`src/rtl/ble_packet_tx.sv`:
```
// BLE 1M uncoded link-layer transmitter: preamble, access address, whitened PDU and CRC-24,
// serialised one symbol per SAMPLE_RATE clocks with a matching symbol clock.
module ble_packet_tx #(
    parameter int SAMPLE_RATE   = 16,
    parameter int MAX_PDU_BYTES = 39
) (
    input  logic                       clk,
    input  logic                       resetn,
    input  logic                       en,
    input  logic                       start,
    input  logic [31:0]                acc_addr,
    input  logic [5:0]                 channel,
    input  logic [23:0]                crc_init,
    input  logic [8*MAX_PDU_BYTES-1:0] pdu_in,
    input  logic [5:0]                 pdu_len,
    output logic                       busy,
    output logic                       tx_bit,
    output logic                       tx_sym_clk,
    output logic                       done,
    output logic                       len_err
);

    localparam int          SYM_W   = (SAMPLE_RATE > 2) ? $clog2(SAMPLE_RATE) : 1;
    localparam int          BIT_W   = ($clog2(8*MAX_PDU_BYTES) > 5) ? $clog2(8*MAX_PDU_BYTES) : 5;
    localparam logic [6:0]  MAX_LEN = 7'(MAX_PDU_BYTES);
    localparam logic [23:0] POLY    = 24'h00065B;

    typedef enum logic [2:0] {
        IDLE,
        PREAMBLE,
        ACCESS,
        PDU,
        CRC
    } state_t;

    state_t                     state, state_n, emit_state;
    logic [SYM_W-1:0]           sym_cnt, sym_n;
    logic [BIT_W-1:0]           bit_cnt, bit_n, emit_idx, pdu_last;
    logic [31:0]                aa_q;
    logic [8*MAX_PDU_BYTES-1:0] pdu_q;
    logic [5:0]                 len_q;
    logic [23:0]                crc, crc_n, crc_shift;
    logic [6:0]                 w, w_n, w_adv;
    logic                       tx_n, busy_n, done_n, len_err_n, load, finish;
    logic                       sym_last, len_ok, pdu_d;

    assign sym_last   = (sym_cnt == SYM_W'(SAMPLE_RATE - 1));
    assign pdu_last   = BIT_W'({len_q, 3'b000}) - BIT_W'(1);
    assign len_ok     = (pdu_len >= 6'd2) && ({1'b0, pdu_len} <= MAX_LEN);
    assign w_adv      = {1'b0, w[6:1]} ^ (w[0] ? 7'h44 : 7'h00);
    assign crc_shift  = {crc[22:0], 1'b0};
    assign pdu_d      = pdu_q[emit_idx];
    assign tx_sym_clk = busy && (sym_cnt < SYM_W'(SAMPLE_RATE / 2));

    always_comb begin
        state_n    = state;
        sym_n      = sym_cnt;
        bit_n      = bit_cnt;
        tx_n       = tx_bit;
        crc_n      = crc;
        w_n        = w;
        busy_n     = busy;
        done_n     = 1'b0;
        len_err_n  = 1'b0;
        load       = 1'b0;
        finish     = 1'b0;
        emit_state = state;
        emit_idx   = bit_cnt + BIT_W'(1);

        // Which symbol comes next once the current one completes.
        case (state)
            PREAMBLE: if (bit_cnt == BIT_W'(7))  begin emit_state = ACCESS; emit_idx = '0; end
            ACCESS:   if (bit_cnt == BIT_W'(31)) begin emit_state = PDU;    emit_idx = '0; end
            PDU:      if (bit_cnt == pdu_last)   begin emit_state = CRC;    emit_idx = '0; end
            CRC:      if (bit_cnt == BIT_W'(23)) finish = 1'b1;
            default:  ;
        endcase

        if (state == IDLE) begin
            if (start) begin
                if (len_ok) begin
                    load    = 1'b1;
                    state_n = PREAMBLE;
                    busy_n  = 1'b1;
                    sym_n   = '0;
                    bit_n   = '0;
                    tx_n    = acc_addr[0];
                    crc_n   = crc_init;
                    w_n     = {1'b1, channel};
                end else begin
                    len_err_n = 1'b1;
                end
            end
        end else begin
            sym_n = sym_last ? '0 : sym_cnt + SYM_W'(1);
            if (sym_last) begin
                if (finish) begin
                    state_n = IDLE;
                    busy_n  = 1'b0;
                    done_n  = 1'b1;
                    tx_n    = 1'b0;
                    bit_n   = '0;
                end else begin
                    state_n = emit_state;
                    bit_n   = emit_idx;
                    // CRC and whitener step together with each emitted PDU/CRC symbol.
                    case (emit_state)
                        PREAMBLE: tx_n = aa_q[0] ^ emit_idx[0];
                        ACCESS:   tx_n = aa_q[emit_idx[4:0]];
                        PDU: begin
                            tx_n  = pdu_d ^ w[0];
                            crc_n = crc_shift ^ ((crc[23] ^ pdu_d) ? POLY : 24'h0);
                            w_n   = w_adv;
                        end
                        CRC: begin
                            tx_n  = crc[23] ^ w[0];
                            crc_n = crc_shift;
                            w_n   = w_adv;
                        end
                        default: ;
                    endcase
                end
            end
        end
    end

    always_ff @(posedge clk or negedge resetn) begin
        if (!resetn) begin
            state   <= IDLE;
            sym_cnt <= '0;
            bit_cnt <= '0;
            aa_q    <= '0;
            pdu_q   <= '0;
            len_q   <= '0;
            crc     <= '0;
            w       <= '0;
            tx_bit  <= 1'b0;
            busy    <= 1'b0;
            done    <= 1'b0;
            len_err <= 1'b0;
        end else if (en) begin
            state   <= state_n;
            sym_cnt <= sym_n;
            bit_cnt <= bit_n;
            crc     <= crc_n;
            w       <= w_n;
            tx_bit  <= tx_n;
            busy    <= busy_n;
            done    <= done_n;
            len_err <= len_err_n;
            if (load) begin
                aa_q  <= acc_addr;
                pdu_q <= pdu_in;
                len_q <= pdu_len;
            end
        end
    end

endmodule

```
`config.mk`:
```
export PLATFORM = sky130hd
export DESIGN_NAME = ble_packet_tx
export DESIGN_NICKNAME = d
export VERILOG_FILES = /design/src/rtl/ble_packet_tx.sv
export SDC_FILE = /design/constraint.sdc
export NUM_CORES = 1
export LEC_CHECK = 0
export CORE_UTILIZATION = 40
export DETAILED_ROUTE_END_ITERATION = 8
export PLACE_DENSITY = 0.75
export SKIP_LAST_GASP = 1
export SLEW_MARGIN = 20
export SYNTH_ARGS = -nofsm -noshare
export SYNTH_HDL_FRONTEND = slang
export SYNTH_SLANG_ARGS = --single-unit
export TNS_END_PERCENT = 30
```
`constraint.sdc`:
```
create_clock -name clk -period 9.8 [get_ports clk]
set_clock_uncertainty 0.1 [all_clocks]
set_input_delay 2.94 -clock clk [delete_from_list [all_inputs] [get_ports clk]]
set_output_delay 2.94 -clock clk [all_outputs]
set_load 0.03 [all_outputs]
```
# After elaboration in Yosys (flattened, before gate mapping)

Cells that the tools add are included.

Add/sub/neg operators: 3
$lt $le $gt $ge: 5
Equality and inequality tests: 16
Muxes and demuxes: 62
Bitwise logic cells: 6
Reductions and logical operators: 16

Operator list:

| operator                                                              | count |
|---|---|
| 24-bit two-way mux                                                    | 5 |
| 9-bit two-way mux                                                     | 8 |
| 7-bit two-way mux                                                     | 7 |
| 24-bit one-hot mux with 2 select lines                                | 1 |
| 9-bit one-hot mux with 3 select lines                                 | 1 |
| 3-bit two-way mux                                                     | 8 |
| 24-bit by 11-bit XOR with 24-bit output                               | 1 |
| 1-bit two-way mux                                                     | 23 |
| 9-bit by 5-bit equality test with 1-bit output, second input constant | 2 |
| 4-bit two-way mux                                                     | 4 |
| 3-bit by 2-bit equality test with 1-bit output, second input constant | 4 |
| 6-bit AND reduction                                                   | 2 |
| 11-bit two-way mux                                                    | 1 |
| 9-bit by 10-bit < comparator with 1-bit output, second input constant | 1 |
| 5-bit AND reduction                                                   | 2 |
| 9-bit by 1-bit adder with 9-bit output, second input constant         | 1 |
| 1-bit binary-select mux with 9-bit select                             | 1 |
| 9-bit by 3-bit equality test with 1-bit output, second input constant | 1 |
| 9-bit equality test                                                   | 1 |
| 3-bit one-hot mux with 3 select lines                                 | 1 |
| 9-bit by 1-bit subtractor with 9-bit output, second input constant    | 1 |
| 6-bit by 7-bit XOR with 7-bit output                                  | 1 |
| 3-bit by 1-bit equality test with 1-bit output, second input constant | 2 |
| 3-bit equality test, second input constant                            | 2 |
| other kinds (20)                                                      | 27 |

Bits in registers: 401
Output and inout bits: 5
Word-level logic and storage cells: 120

# Logic depth before layout (Yosys ltp)

Depth after elaboration: 13
Mapped depth: 18
Depth with buffers taken out: 15

# Worst setup path after synthesis

No wires, ideal clock.

Path kind: input to register
Start: input port pdu_len[4]
End: register w[0]
Library setup time: 0.082 ns
Data arrival time: 4.975 ns
Slack: 4.643 ns
Stages on the path: 12
Buffers on the path: 2
Cells stage by stage: or2_2 -> a21oi_1 -> nand2_1 -> nand2_1 -> nand2_1 -> a21oi_1 -> nand2_1 -> a21oi_1 -> clkbuf_1 -> clkbuf_1 -> nor2_1 -> a31oi_1

Longest elaborated chain between the ends: 4

Ends and longest elaborated chain:

| what                                                                                         | line | source |
|---|---|---|
| from (decl)                                                                                  | 15   | `input logic [5:0] pdu_len,` |
| 6-bit by 2-bit >= comparator with 1-bit output / 6-bit <= comparator (equally long branches) | 49   | `assign len_ok = (pdu_len >= 6'd2) && ({1'b0, pdu_len} <= MAX_LEN);` |
| 1-bit logical AND (*)                                                                        | 49   |  |
| 2-bit != test (no source line) (*)                                                           | --   |  |
| 6-bit AND reduction (no source line) (*)                                                     | --   |  |
| to (signal assigned)                                                                         | 146  | `w <= w_n;` |
| to (decl)                                                                                    | 43   | `logic [6:0] w, w_n, w_adv;` |

Mark *: on every way between the ends. The rest lies on a longest branch, timed or not.
A chain may end at the register's enable or synchronous reset.

# Final worst setup path

Start: register bit_cnt[0]
End: register crc[1]

Longest elaborated chain between the ends: 12

Ends and longest elaborated chain:

| what                                                           | line       | source |
|---|---|---|
| from (decl)                                                    | 38         | `logic [BIT_W-1:0] bit_cnt, bit_n, emit_idx, pdu_last;` |
| from (signal assigned)                                         | 144        | `bit_cnt <= bit_n;` |
| 9-bit by 1-bit adder with 9-bit output (tied with other cells) | 68         | `emit_idx = bit_cnt + BIT_W'(1);` |
| 9-bit two-way mux, on equally long branches                    | 74, 72, 73 |  |
| 9-bit one-hot mux with 3 select lines                          | 71         | `case (state)` |
| 1-bit binary-select mux with 9-bit select                      | 52         | `assign pdu_d = pdu_q[emit_idx];` |
| 1-bit two-way mux (implied by the code)                        | 52         |  |
| 1-bit XOR                                                      | 112        | `crc_n = crc_shift ^ ((crc[23] ^ pdu_d) ? POLY : 24'h0);` |
| 11-bit two-way mux                                             | 112        |  |
| 24-bit by 11-bit XOR with 24-bit output                        | 112        |  |
| 24-bit one-hot mux with 2 select lines                         | 107        | `case (emit_state)` |
| 24-bit two-way mux                                             | 97         | `if (finish) begin` |
| 24-bit two-way mux                                             | 96         | `if (sym_last) begin` |
| 24-bit two-way mux                                             | 79         | `if (state == IDLE) begin` |
| to (signal assigned)                                           | 145        | `crc <= crc_n;` |
| to (decl)                                                      | 42         | `logic [23:0] crc, crc_n, crc_shift;` |

Parallel ways exist; a longest one is shown, timed or not. The select of a mux whose other input is x is not followed.

==> results.cfg <==
[cts]
cts_htree_levels = 2
ctsLongestPathBuffers = 3
clkSinkCount = 401
cts_post_setup_buffers_inserted = 0
worstSkewPairLatency_ns = 0.59
hold_buffers = 0
cts_inserted_buffers = 43
path_clk_slew_ns = 0.06
cts.root.buffer_cell = sky130_fd_sc_hd__clkbuf_16
tritoncts_clock_tree = yes
cts_resized = 0

[flow_run]
max_cap_viol_count = 0

[sta]
finalSetupViolCount = 0
tightestPinTransition_ns = 1.04
final.period_utilization = 0.606
finalMaxSlewViolations = 0
setup_repair_after_global_routing_missed_its_margin = false
fmax_mhz = 168
setup_total_neg_slack_ns = 0
slew_headroom = 0.306
timing.final.hold_violations = 0
post-route-min-period_ns = 5.94

[power_and_ir_drop]
p_seq_frac = 0.382
intPower_uw = 4920
ir_drop_mv = 0.175
netSwitchingPower_uw = 2770
finalPower_uw = 7700
power.switching_fraction = 0.360
power.share.combinational = 0.411
p_leak_uw = 0.0105
power_density_nw_per_um2 = 303
p_clk_frac = 0.207

[critical_path]
critical_path.max_fanout = 41
crit_arrival_ns = 6.30
critical_path_class = reg -> reg
critPathLaunchType = flop
crit_required_ns = 10.16
timing.critical_path.to_type = flop

[place]
gp_congestion = 0.873
dp_hpwl_mm = 42.1
dpl.cell_count = 2507
io_buffers = 388

[synth]
netlist_area_sq_um = 19400
synth_sequential_area_ratio = 0.518
yosysWarningCount = 0
synth.net_count = 1974
synth_seq_cells = 401
synth-edff-count = 0
ys_async_sr_fraction = 1.00
netlist_instances = 1587
synth.lib_cells_used.distinct = 84
ys_flop_type = sky130_fd_sc_hd__dfrtp_1
synth_area_per_cell_sq_um = 12.2

[detailed_routing]
drt_drc_violations_left = 0
first_pass_iters = 5
antenna_left = 0
drt-initial-drc-count = 1107
route.vias.total = 14600
route.final.wire_length_mm = 60.4
wl_per_cell_um = 23.3
drt-vias-per-instance = 5.64

[finish]
most_common_cell_after_layout_fill_and_taps_aside = sky130_fd_sc_hd__dfrtp_1
fin_nets = 2325
final_layout_size_suffix_gt1_frac = 0.262
commonest_non_fill_non_tap_cells_in_the_layout = 400 x sky130_fd_sc_hd__dfrtp_1, 387 x sky130_fd_sc_hd__clkdlybuf4s50_1, 355 x sky130_fd_sc_hd__mux2_2
final_instance_count_without_filler_cells = 2594
area_growth_syn_to_layout_pct = 30.9

[floorplanning]
floorplan.io_pins = 389
design.core.area_sq_um = 47700
die-height_um = 222
initial_standard_cell_utilization_of_the_core = 0.406
die_x_um = 222
std_cell_rows = 80
die_area_sq_um = 49300

[global_route]
groute.usage.overall = 0.244
grt_first_pass_wirelength_mm = 91.6
first_global_vias = 15400
grt_max_degree = 172
grt_overflow_total = 0
antenna_found_initial = 17

[hold_path]
min_path_type = reg -> reg

[status]
outcome = completed
-- registers in the layout, summed over array words and instances (netlist names), 3 cells and up --
name,count
pdu_q,312
bit_cnt,9
len_q,6
state,3
w,7
aa_q,32
crc,24
sym_cnt,4
-- logic make-up (layout without fill, tap and decap cells) --
group                      Yosys count  in the layout  share of synthesized area
AOI/OAI and AO/OA                  226            226                     0.0822
adders and majority gates            3              3                    0.00194
and+or+nand+nor                    383            383                     0.0909
xor gates and xnor gates            19             19                    0.00859
other                                0             10                          0
DFF                                401            401                      0.518
muxes                              436            436                      0.274
buffers and inverters              119            501                     0.0251
-- stage by stage --
step | cell area [sq um] | hold WS [ns] | utilization | setup slack, ns
finish | 25400 | 0.382 | 0.531 | 3.86
detailed placement | 23900 | 0.368 | 0.501 | 3.42
global placement | 23900 | 0.365 | 0.501 | 3.57
global route | 25400 | 0.410 | 0.531 | 3.43
floorplan | 19400 | 0.349 | - | 4.64
CTS | 25300 | 0.380 | 0.530 | 3.71
-- metal layers --
layer	global-route usage	share of wire
met4	0.0995	0.033
met2	0.409	0.49
met1	0.301	0.40
met5	0	0.0014
met3	0.0578	0.070
-- power by group through the flow --
stage	registers (uW)	clock network [uW]	logic, uW
after floorplan	2770	0	2190
after global placement	2890	0	3090
after detailed placement	2950	0	3170
after CTS	2930	1640	3190
after global routing	3030	1690	3410
final	2940	1600	3170
-- final timing paths --
kind | from | end | slack (ns) | cells past startpoint
worst max register to register | bit_cnt[0] | crc[1] | 3.86 | 16
max in group asynchronous | resetn | pdu_q[56] | 6.02 | 2
worst max-delay path | bit_cnt[0] | crc[1] | 3.86 | 16
worst min-delay path | crc[10] | crc[10] | 0.38 | 2
worst min register to register | crc[10] | crc[10] | 0.38 | 2
min in group asynchronous | resetn | pdu_q[129] | 2.20 | 1
-- cell type report --
class | count | area (sq um)
timing repair buffer | 414 | 4140
clock inverter | 11 | 98.8
sequential | 401 | 10000
inverter | 11 | 41.3
tap | 615 | 769
multi-input combinational | 1067 | 8960
fill | 4044 | 22400
clock buffer | 65 | 1290
antenna | 10 | 25.0
-- cells in the mapped netlist (11+ instances only) --
cell / instances / area (sq um)
sky130_fd_sc_hd__a31oi_1: 31 / 194
sky130_fd_sc_hd__mux4_2: 38 / 856
sky130_fd_sc_hd__mux2i_1: 42 / 420
sky130_fd_sc_hd__nor2_1: 52 / 195
sky130_fd_sc_hd__buf_2: 16 / 80.1
sky130_fd_sc_hd__buf_1: 14 / 52.6
sky130_fd_sc_hd__nand2_1: 178 / 668
sky130_fd_sc_hd__a21oi_1: 46 / 230
sky130_fd_sc_hd__nor3_1: 36 / 180
sky130_fd_sc_hd__mux2_2: 355 / 4000
sky130_fd_sc_hd__xnor2_1: 13 / 114
sky130_fd_sc_hd__clkbuf_1: 74 / 278
sky130_fd_sc_hd__dfrtp_1: 401 / 10000
sky130_fd_sc_hd__o211ai_1: 12 / 90.1
sky130_fd_sc_hd__o21ai_0: 34 / 170
sky130_fd_sc_hd__inv_1: 11 / 41.3
sky130_fd_sc_hd__o22ai_1: 12 / 75.1
sky130_fd_sc_hd__nand3_1: 52 / 260
-- worst max-delay path: stages (launching register included) --
cell and delay, ns:
sky130_fd_sc_hd__dfrtp_2 0.34, sky130_fd_sc_hd__buf_4 0.51, sky130_fd_sc_hd__ha_2 0.44, sky130_fd_sc_hd__nand2_1 0.12
sky130_fd_sc_hd__or3_4 0.45, sky130_fd_sc_hd__a2111oi_4 0.59, sky130_fd_sc_hd__a21oi_4 0.10, sky130_fd_sc_hd__buf_4 0.38
sky130_fd_sc_hd__mux4_2 0.58, sky130_fd_sc_hd__a2111oi_0 0.51, sky130_fd_sc_hd__nor3_1 0.10, sky130_fd_sc_hd__o22ai_1 0.36
sky130_fd_sc_hd__a211oi_1 0.21, sky130_fd_sc_hd__o21a_1 0.27, sky130_fd_sc_hd__nor3_4 0.35, sky130_fd_sc_hd__mux2i_1 0.24
sky130_fd_sc_hd__nand3_1 0.09
(Power assumes the default switching activity.)
